<file path="config.mk">
export PLATFORM = sky130hd
export DESIGN_NAME = tl_client_arbiter
export DESIGN_NICKNAME = d
export VERILOG_FILES = /design/src/rtl/tl_client_arbiter.sv
export SDC_FILE = /design/constraint.sdc
export NUM_CORES = 1
export LEC_CHECK = 0
export CORE_AREA = 2 2 221 223
export CTS_CLUSTER_SIZE = 24
export DETAILED_ROUTE_END_ITERATION = 10
export DIE_AREA = 0 0 223 225
export PLACE_DENSITY = 0.43
export SETUP_SLACK_MARGIN = 0.02
export SYNTH_ARGS = -nofsm -noshare
export SYNTH_HDL_FRONTEND = slang
export SYNTH_SLANG_ARGS = --single-unit
</file>
<file path="constraint.sdc">
create_clock -name clock -period 3.9 [get_ports clock]
set_input_delay 0.975 -clock clock [delete_from_list [all_inputs] [get_ports clock]]
set_output_delay 0.975 -clock clock [all_outputs]
set_load 0.05 [all_outputs]
</file>
<file path="src/rtl/tl_client_arbiter.sv">
// rtl/tl_client_arbiter.sv - two-client TL-UL A-channel arbiter with burst lock, D routing and in-flight limit
module tl_client_arbiter #(
    parameter int MAX_INFLIGHT = 2
) (
    input  logic        clock,
    input  logic        reset,
    output logic        auto_in_0_a_ready,
    input  logic        auto_in_0_a_valid,
    input  logic [2:0]  auto_in_0_a_bits_opcode,
    input  logic [2:0]  auto_in_0_a_bits_size,
    input  logic        auto_in_0_a_bits_source,
    input  logic [35:0] auto_in_0_a_bits_address,
    input  logic [7:0]  auto_in_0_a_bits_mask,
    input  logic [63:0] auto_in_0_a_bits_data,
    input  logic        auto_in_0_d_ready,
    output logic        auto_in_0_d_valid,
    output logic [2:0]  auto_in_0_d_bits_opcode,
    output logic [2:0]  auto_in_0_d_bits_size,
    output logic        auto_in_0_d_bits_source,
    output logic [63:0] auto_in_0_d_bits_data,
    output logic        auto_in_1_a_ready,
    input  logic        auto_in_1_a_valid,
    input  logic [2:0]  auto_in_1_a_bits_opcode,
    input  logic [2:0]  auto_in_1_a_bits_size,
    input  logic        auto_in_1_a_bits_source,
    input  logic [35:0] auto_in_1_a_bits_address,
    input  logic [7:0]  auto_in_1_a_bits_mask,
    input  logic [63:0] auto_in_1_a_bits_data,
    input  logic        auto_in_1_d_ready,
    output logic        auto_in_1_d_valid,
    output logic [2:0]  auto_in_1_d_bits_opcode,
    output logic [2:0]  auto_in_1_d_bits_size,
    output logic        auto_in_1_d_bits_source,
    output logic [63:0] auto_in_1_d_bits_data,
    input  logic        auto_out_a_ready,
    output logic        auto_out_a_valid,
    output logic [2:0]  auto_out_a_bits_opcode,
    output logic [2:0]  auto_out_a_bits_size,
    output logic [1:0]  auto_out_a_bits_source,
    output logic [35:0] auto_out_a_bits_address,
    output logic [7:0]  auto_out_a_bits_mask,
    output logic [63:0] auto_out_a_bits_data,
    output logic        auto_out_d_ready,
    input  logic        auto_out_d_valid,
    input  logic [2:0]  auto_out_d_bits_opcode,
    input  logic [2:0]  auto_out_d_bits_size,
    input  logic [1:0]  auto_out_d_bits_source,
    input  logic [63:0] auto_out_d_bits_data
);

    localparam logic [2:0] MAX_CNT = 3'(MAX_INFLIGHT);

    logic       lock;
    logic       lock_idx;
    logic       rr_ptr;
    logic [2:0] beat_cnt;
    logic [2:0] inflight [2];
    logic [2:0] d_cnt    [2];

    logic       elig [2];
    logic       grant;
    logic       grant_elig;
    logic       a_fire;
    logic [2:0] a_beats_m1;
    logic [2:0] d_beats_m1;
    logic       d_route;
    logic       d_fire [2];
    logic       d_last [2];
    logic       a_inc  [2];
    logic       d_dec  [2];

    // Beats minus one: 2^(size-3) beats for data-carrying messages wider than the bus.
    function automatic logic [2:0] beats_m1(input logic has_data, input logic [2:0] size);
        logic [3:0] n;
        n = 4'd1 << (size - 3'd3);
        if (has_data && size > 3'd3) begin
            return 3'(n - 4'd1);
        end
        return 3'd0;
    endfunction

    always_comb begin
        elig[0] = auto_in_0_a_valid & (lock ? (lock_idx == 1'b0) : (inflight[0] < MAX_CNT));
        elig[1] = auto_in_1_a_valid & (lock ? (lock_idx == 1'b1) : (inflight[1] < MAX_CNT));
        if (lock) begin
            grant = lock_idx;
        end else if (elig[0] && elig[1]) begin
            grant = rr_ptr;
        end else begin
            grant = elig[1];
        end
        grant_elig = grant ? elig[1] : elig[0];
    end

    assign auto_out_a_valid  = ~reset & grant_elig;
    assign auto_in_0_a_ready = ~reset & auto_out_a_ready & (grant == 1'b0) & elig[0];
    assign auto_in_1_a_ready = ~reset & auto_out_a_ready & (grant == 1'b1) & elig[1];
    assign a_fire            = auto_out_a_valid & auto_out_a_ready;

    assign auto_out_a_bits_opcode  = grant ? auto_in_1_a_bits_opcode  : auto_in_0_a_bits_opcode;
    assign auto_out_a_bits_size    = grant ? auto_in_1_a_bits_size    : auto_in_0_a_bits_size;
    assign auto_out_a_bits_address = grant ? auto_in_1_a_bits_address : auto_in_0_a_bits_address;
    assign auto_out_a_bits_mask    = grant ? auto_in_1_a_bits_mask    : auto_in_0_a_bits_mask;
    assign auto_out_a_bits_data    = grant ? auto_in_1_a_bits_data    : auto_in_0_a_bits_data;
    assign auto_out_a_bits_source  = {grant, grant ? auto_in_1_a_bits_source : auto_in_0_a_bits_source};

    assign a_beats_m1 = beats_m1(auto_out_a_bits_opcode == 3'd0 || auto_out_a_bits_opcode == 3'd1,
                                 auto_out_a_bits_size);
    assign d_beats_m1 = beats_m1(auto_out_d_bits_opcode == 3'd1, auto_out_d_bits_size);

    // D path is purely combinational: route on source[1], restore the client's own source bit.
    assign d_route           = auto_out_d_bits_source[1];
    assign auto_out_d_ready  = ~reset & (d_route ? auto_in_1_d_ready : auto_in_0_d_ready);
    assign auto_in_0_d_valid = ~reset & auto_out_d_valid & ~d_route;
    assign auto_in_1_d_valid = ~reset & auto_out_d_valid & d_route;
    assign auto_in_0_d_bits_opcode = auto_out_d_bits_opcode;
    assign auto_in_1_d_bits_opcode = auto_out_d_bits_opcode;
    assign auto_in_0_d_bits_size   = auto_out_d_bits_size;
    assign auto_in_1_d_bits_size   = auto_out_d_bits_size;
    assign auto_in_0_d_bits_source = auto_out_d_bits_source[0];
    assign auto_in_1_d_bits_source = auto_out_d_bits_source[0];
    assign auto_in_0_d_bits_data   = auto_out_d_bits_data;
    assign auto_in_1_d_bits_data   = auto_out_d_bits_data;

    always_comb begin
        d_fire[0] = auto_in_0_d_valid & auto_in_0_d_ready;
        d_fire[1] = auto_in_1_d_valid & auto_in_1_d_ready;
        for (int k = 0; k < 2; k++) begin
            d_last[k] = d_fire[k] & ((d_cnt[k] == 3'd1) || (d_cnt[k] == 3'd0 && d_beats_m1 == 3'd0));
            a_inc[k]  = a_fire & ~lock & (grant == k[0]);
            // A stray response with nothing outstanding must not wrap the counter.
            d_dec[k]  = d_last[k] & (inflight[k] != 3'd0);
        end
    end

    always_ff @(posedge clock) begin
        if (reset) begin
            lock     <= 1'b0;
            lock_idx <= 1'b0;
            rr_ptr   <= 1'b0;
            beat_cnt <= 3'd0;
            for (int k = 0; k < 2; k++) begin
                inflight[k] <= 3'd0;
                d_cnt[k]    <= 3'd0;
            end
        end else begin
            if (a_fire) begin
                if (!lock) begin
                    rr_ptr <= ~grant;
                    if (a_beats_m1 != 3'd0) begin
                        lock     <= 1'b1;
                        lock_idx <= grant;
                        beat_cnt <= a_beats_m1;
                    end
                end else begin
                    beat_cnt <= beat_cnt - 3'd1;
                    if (beat_cnt == 3'd1) begin
                        lock <= 1'b0;
                    end
                end
            end
            for (int k = 0; k < 2; k++) begin
                inflight[k] <= inflight[k] + {2'b00, a_inc[k]} - {2'b00, d_dec[k]};
                if (d_fire[k]) begin
                    d_cnt[k] <= (d_cnt[k] == 3'd0) ? d_beats_m1 : d_cnt[k] - 3'd1;
                end
            end
        end
    end

endmodule

</file>
# Word level (Yosys, flattened, before mapping)
# Memories as Yosys holds them, arrays and structs flattened.
# Cells that the tools add are included.
[totals]
register_bits = 6
mem_bits_rw = 12
input_bits = 310
word_cells = 116
mem_count = 2
[op_classes]
add_sub_neg = 11
n_lt_le_gt_ge = 4
eq_ne = 5
shifts = 2
muxes = 38
bitwise_logic = 31
n_reduce_logical = 19
[mem_list]
columns = ["name", "depth", "width", "read_ports", "rd_clocked_by_memory_dff", "wr", "line_no", "rtl"]
rows = [
  ["d_cnt", 2, 3, 2, 0, 2, "58", "logic [2:0] d_cnt [2];"],
  ["inflight", 2, 3, 2, 0, 2, "57", "logic [2:0] inflight [2];"],
]
[op_table]
columns = ["op", "count"]
rows = [
  ["64-bit two-way mux", 1],
  ["3-bit two-way mux", 14],
  ["36-bit two-way mux", 1],
  ["1-bit AND", 22],
  ["1-bit two-way mux", 21],
  ["3-bit by 1-bit == test with 1-bit output, second input constant", 5],
  ["3-bit by 1-bit subtractor with 3-bit output, second input constant", 5],
  ["3-bit zero test", 4],
  ["3-bit nonzero test", 3],
  ["8-bit two-way mux", 1],
  ["3-bit by 1-bit adder with 3-bit output", 2],
  ["3-bit by 2-bit > comparator with 1-bit output, second input constant", 2],
  ["3-bit by 2-bit < comparator with 1-bit output, second input constant", 2],
  ["1-bit by 3-bit left shift with 3-bit output, first input constant", 2],
  ["3-bit by 1-bit subtractor with 3-bit output", 2],
  ["3-bit by 2-bit subtractor with 3-bit output, second input constant", 2],
  ["1-bit logical AND", 5],
  ["1-bit NOT", 5],
  ["1-bit OR", 4],
  ["2-bit AND reduction", 2],
  ["1-bit logical OR", 3],
  ["3-bit AND reduction", 1],
  ["2-bit nonzero test", 1],
]

# Logic depth before layout (Yosys ltp)
# Gate-level depths: netlist of the first run.
[logic_depth]
ltp_word = 15
mapped_depth = 14

# Worst setup path before layout of the first run
# Ideal clock, no wire load.
[synth_timing]
kind = "input-to-output"
from = "input auto_in_0_a_valid"
to = "output auto_in_0_a_ready"
t_arrival_ns = 4.050
path_slack_ns = -1.125
path_stages = 6
path_buffers = 1
path_cell_list = "inv_1 > a211oi_1 > or2_1 > buf_2 > inv_2 > a2111oi_0"
[synth_via]
elab_chain_len = 7
[synth_lines]
columns = ["item", "line_no", "rtl"]
rows = [
  ["start: declaration", "8", "input logic auto_in_0_a_valid,"],
  ["1-bit AND (*)", "83", "elig[0] = auto_in_0_a_valid & (lock ? (lock_idx == 1'b0) : (inflight[0] < MAX_CNT));"],
  ["1-bit logical AND", "87", "end else if (elig[0] && elig[1]) begin"],
  ["1-bit two-way mux", "87", ""],
  ["1-bit two-way mux", "85", "if (lock) begin"],
  ["1-bit NOT", "96", "assign auto_in_0_a_ready = ~reset & auto_out_a_ready & (grant == 1'b0) & elig[0];"],
  ["1-bit AND", "96", ""],
  ["1-bit AND (*)", "96", ""],
  ["end: declaration", "7", "output logic auto_in_0_a_ready,"],
]
# Mark *: on every way between the ends. The rest lies on a longest branch, timed or not.

# Worst setup path in the final report of the first run
[layout_timing]
from = "input auto_in_1_a_valid"
to = "output auto_out_a_bits_address[12]"
[layout_via]
elab_chain_len = 5
[layout_lines]
columns = ["item", "line_no", "rtl"]
rows = [
  ["start: declaration", "22", "input logic auto_in_1_a_valid,"],
  ["1-bit AND (*)", "84", "elig[1] = auto_in_1_a_valid & (lock ? (lock_idx == 1'b1) : (inflight[1] < MAX_CNT));"],
  ["1-bit logical AND", "87", ""],
  ["1-bit two-way mux (*)", "87", ""],
  ["1-bit two-way mux (*)", "85", ""],
  ["36-bit two-way mux (*)", "102", "assign auto_out_a_bits_address = grant ? auto_in_1_a_bits_address : auto_in_0_a_bits_address;"],
  ["end: declaration", "40", "output logic [35:0] auto_out_a_bits_address,"],
]
# Marks and branches as above.

==> flow_summary.yaml, run 1 <==
synthesis:
  yosysWarnings: 0
  synthTopCellsByArea: "nand2_1 (34%), buf_4 (27%), dfxtp_1 (6.1%)"
  synth_ff_type: "dfxtp_1"
  ys_types: 40
  syn_inst: 692
  synthTopCellsByCount: "nand2_1 (353), buf_4 (143), nor2_1 (27)"
  avgSynthCellArea_um2: 5.66
  syn_nets: 1022
  ys_seq_area_frac: 0.107
  netlist_area_um2: 3920
  synth_largest_area_cell: "nand2_1"
  synth_edf_count: 6
  synthArstFlopShare: 0
  synth-seq-cells: 18
  synthDominantCellAreaShare: 0.338
  synth_most_common_cell: "nand2_1"
critical_path:
  crit_chain: "clkdlybuf4s50_1 -> a22oi_1 -> or2_4 -> inv_4 -> buf_16 -> nand2_1 -> nand2_1 -> buf_4"
  crit_top_cell: "nand2_1"
  crit_required_ps: 2920
  slowest_delay_ps: 500
  worstSetupEndpointType: "primary output"
  start_kind: "input pin"
  cp.arrival_ps: 2810
  cp_max_fo: 48
  slowest_stage: "clkdlybuf4s50_1"
  crit_type: "in2out"
clock_network:
  cts_buffer_depth: 2
  cts_tree: "yes"
  clk_pin_slew_ps: 50
  clk_latency_ps: 250
  clkSinkCount: 18
  postCtsHoldBufs: 0
  htreeDepth: 1
  numCtsBuffers: 3
  clockRootBuffer: "clkbuf_16"
detailed_routing:
  drcViolationCount: 0
  drt_pass1_iterations: 4
  drt_iter0_drc: 205
  num_vias: 4841
  via_per_inst: 3.13
  totalWireLength_um: 20300
  wire_per_inst_um: 13.1
  final_antenna_net_count: 0
die:
  die_w_um: 223
  rows: 80
  fp.dieArea_um2: 50200
  initial_core_util: 0.0824
  dieHeight_um: 225
  coreArea_um2: 47500
  pin_count: 574
pwr:
  power_density_nw_per_um2: 276
  clkPwrFrac: 0.101
  pwr-share-seq: 0.102
  p_leak_nw: 3.43
  swShare: 0.537
  ir_worst_vdd_v: 0.000115
  comb_power_share: 0.797
  p_sw_w: 0.00112
  p_int_w: 0.000962
sta:
  setup-tns-final_ps: 0
  max_freq_ghz: 0.264
  tightest_slew_ps: 546
  slew_viol_final: 0
  setup_viol: 0
  finalCritPeriodShare: 0.970
  skew_ps: 0.953
  period_needed_ps: 3780
  hold_viol_final: 0
  rsz0062_at_grt: "true"
  relSlewSlack: 0.635
global_routing:
  first_global_vias: 4699
  grt_max_degree: 52
  overflow: 0
  antenna_found_initial: 0
  gr-usage-all-layers: 0.0723
  grt_pass1_wl_um: 28000
status:
  status: "finished clean"
final_layout:
  fin_nets: 1265
  drive_gt1_frac: 0.181
  syn2layout_area_growth_pct: 91.6
  antennaDiodeCount: 0
  utilization: 0.158
min_path:
  worstHoldPathType: "reg2reg"
placed_design:
  place.gp.congestion: 0.806
  port_buffers: 378
  hpwl_um: 17600
flow_run:
  maxCapViolations: 0
## cell families (layout without fill, tap and decap cells)
family,count (synthesis),in the layout,synth area share
flops,18,18,0.107
mux,2,2,0.00511
buf+inv,196,438,0.326
xor+xnor,4,4,0.00894
simple gates,417,417,0.425
fa+ha+maj,20,20,0.0677
compound gates,35,35,0.0610
## metal layers
layer,part of all wire,wire [um],vias up,global-route usage
li1,-,-,2471,-
met1,0.37,7500,2067,0.0789
met2,0.53,10800,292,0.137
met3,0.089,1800,11,0.0249
met4,0.011,223,0,0.0110
met5,0,0,-,0
## path summary, 6_finish.rpt
kind / from / to / slack (ps) / cells past startpoint
setup / recovery: auto_in_1_a_valid / auto_out_a_bits_address[12] / 120 / 8
hold / removal: rr_ptr / rr_ptr / 490 / 2
setup reg to reg: lock / beat_cnt[2] / 770 / 10
hold reg to reg: rr_ptr / rr_ptr / 490 / 2
## registers in the layout, summed over array words and instances, names as in the netlist
signal,count
beat_cnt,3
d_cnt,6
lock,1
inflight,6
lock_idx,1
rr_ptr,1
## power groups by stage
stage | Combinational (W) | Sequential [W] | Clock, W
final | 0.00165 | 0.000213 | 0.000209
after global routing | 0.00175 | 0.000214 | 0.000224
after CTS | 0.00166 | 0.000213 | 0.000218
after detailed placement | 0.00165 | 0.000217 | 0
after global placement | 0.00166 | 0.000217 | 0
after floorplan | 0.00131 | 0.000214 | 0
## per-stage QoR
step | area, um^2 | instances | setup slack [ps] | total power [W] | hold WS (ps)
after global routing | 7510 | 1549 | 3.58 | 0.00219 | 521
after floorplan | 3930 | 692 | 216 | 0.00153 | 434
final | 7510 | 1549 | 118 | 0.00208 | 490
after CTS | 7460 | 1549 | 21.2 | 0.00209 | 483
after global placement | 7360 | 1544 | -401 | 0.00187 | 469
after detailed placement | 7360 | 1544 | -464 | 0.00187 | 471
## cell type report
cell class / instances / area (um^2)
Clock inverter: 1 / 3.75
Multi-Input combinational cell: 478 / 2290
Timing Repair Buffer: 409 / 3850
Inverter: 25 / 96.3
Sequential cell: 18 / 420
Tap cell: 615 / 769
Fill cell: 5433 / 40000
Clock buffer: 3 / 75.1
## critical path, delay by kind of cell
kind	cells	cell delay [ps]
buffers and inverters	4	1100
AND/OR/NAND/NOR	3	560
AO/OA/AOI/OAI	1	90
## placed cells by master, fill, tap and decap left out, types with 6 or more instances in the layout
master	count
dfxtp_1	12
clkdlybuf4s50_1	253
nand2_1	353
a21oi_1	10
nor2b_1	8
ha_1	15
buf_4	142
nor2_1	27
nand2b_1	6
buf_12	10
inv_1	24
edfxtp_1	6
## timing repair
action / in CTS / in global routing
endpoints found under the setup margin: 4 / 45
pin swaps: 9 / 6
buffers inserted: 1 / 0
gates resized for setup: 9 / 8
No activity file was read; power rests on OpenSTA's default activity.
==> inputs of run 2 (changes only) <==
--- a/config.mk
+++ b/config.mk
@@ -11,6 +11,7 @@
 export DIE_AREA = 0 0 223 225
 export PLACE_DENSITY = 0.43
 export SETUP_SLACK_MARGIN = 0.02
+export SKIP_CTS_REPAIR_TIMING = 1
 export SYNTH_ARGS = -nofsm -noshare
 export SYNTH_HDL_FRONTEND = slang
 export SYNTH_SLANG_ARGS = --single-unit
==> run 2 against run 1 <==
Critical path depth stayed put. Count of clock-buffer cells in the layout stayed put. Register-to-register slack hardly changed. Cell area hardly changed. Fmax hardly changed. Critical endpoint unchanged. Largest power group unchanged.
==> flow_summary.yaml, run 2 (synthesized netlist as in run 1, its figures left out) <==
sta:
  rsz0062_at_grt: "true"
  finalCritPeriodShare: 0.970
  setup-tns-final_ps: 0
  hold_viol_final: 0
  period_needed_ps: 3780
  fin_hold_ws_ps: 490
  max_freq_ghz: 0.264
  slew_viol_final: 0
  setup_viol: 0
  skew_ps: 0.963
  relSlewSlack: 0.640
  tightest_slew_ps: 539
flow_run:
  maxCapViolations: 0
pwr:
  p_int_w: 0.000961
  clkPwrFrac: 0.101
  ir_worst_vdd_v: 0.000115
  comb_power_share: 0.797
  p_sw_w: 0.00112
  power_density_nw_per_um2: 276
  pwr-share-seq: 0.102
  swShare: 0.537
  p_leak_nw: 3.45
final_layout:
  drive_gt1_frac: 0.181
  antennaDiodeCount: 0
  fin_nets: 1264
  multi_input_area_um2: 2290
  seq_area_um2: 420
  final_common_cell: "nand2_1"
  fillCellCount: 5429
  reg_top3: "d_cnt: 6 flops, inflight: 6 flops, beat_cnt: 3 flops"
  syn2layout_area_growth_pct: 91.7
  final_cell_mix: "nand2_1 (353), clkdlybuf4s50_1 (253), buf_4 (141)"
critical_path:
  cp_max_fo: 48
  worstSetupEndpointType: "primary output"
  crit_required_ps: 2920
  rr_worst_depth: 10
  start_kind: "input pin"
  cp.arrival_ps: 2810
  crit_type: "in2out"
die:
  coreArea_um2: 47500
  rows: 80
  dieHeight_um: 225
  initial_core_util: 0.0824
  die_w_um: 223
  fp.dieArea_um2: 50200
  pin_count: 574
clock_network:
  clk_pin_slew_ps: 50
  cts_buffer_depth: 2
  numCtsBuffers: 3
  cts_tree: "yes"
  clk_latency_ps: 250
  clkSinkCount: 18
  htreeDepth: 1
  clockRootBuffer: "clkbuf_16"
detailed_routing:
  drt_iter0_drc: 190
  drt_pass1_iterations: 4
  wire_per_inst_um: 13.1
  totalWireLength_um: 20300
  num_vias: 4836
  drcViolationCount: 0
  final_antenna_net_count: 0
  via_per_inst: 3.12
placed_design:
  place.gp.congestion: 0.806
  port_buffers: 378
  hpwl_um: 17600
min_path:
  worstHoldPathType: "reg2reg"
  holdPathStages: 2
global_routing:
  gr-usage-all-layers: 0.0722
  overflow: 0
  antenna_found_initial: 0
  grt_pass1_wl_um: 28000
  grt_max_degree: 52
  first_global_vias: 4695
status:
  status: "finished clean"
==> run 2: cell types whose count changed in the layout (fill, tap and decap cells not counted), sizes merged <==
cell,previous run,this run
buf,153,152
clkdlybuf4s15,2,0
dlygate4sd2,1,0
dlymetal6s2s,0,3
==> run 2: worst max-delay path, cell delays in order <==
cell	delay [ps]
clkdlybuf4s50_1	500
a22oi_1	90
or2_4	310
inv_4	180
buf_16	220
nand2_1	140
nand2_1	110
buf_4	200
==> run 2: final timing paths <==
check | from | to | slack, ps
hold reg to reg | rr_ptr | rr_ptr | 490
hold / removal | rr_ptr | rr_ptr | 490
setup / recovery | auto_in_1_a_valid | auto_out_a_bits_address[12] | 120
setup reg to reg | lock | beat_cnt[2] | 780
==> run 2: metrics by stage <==
stage	area (um^2)	instances	util	power [W]	setup WS [ps]
after floorplan	3930	692	-	0.00153	216
after global placement	7360	1544	0.155	0.00187	-401
after detailed placement	7360	1544	0.155	0.00187	-464
after CTS	7440	1548	0.156	0.00209	-196
after global routing	7510	1548	0.158	0.00219	3.58
final	7510	1548	0.158	0.00208	118
==> run 2: metal layers <==
metal	global-route usage	vias to the layer above	part of all wire
met3	0.0249	11	0.094
met1	0.0786	2068	0.36
met5	0	-	0
li1	-	2469	-
met4	0.0110	0	0.011
met2	0.136	288	0.53
==> run 2: layout make-up <==
type | count | share of cell area
timing repair buffer | 408 | 0.513
clock buffer | 3 | 0.00999
multi-input combinational | 478 | 0.305
clock inverter | 1 | 0.000500
tap | 615 | 0.102
sequential | 18 | 0.0560
inverter | 25 | 0.0128
==> run 2: power groups by stage <==
stage               clock network [W]  registers, W  logic [W]
finish                       0.000210      0.000213    0.00165
detailed placement                  0      0.000217    0.00165
global placement                    0      0.000217    0.00166
global route                 0.000224      0.000214    0.00175
CTS                          0.000218      0.000213    0.00166
floorplan                           0      0.000214    0.00131
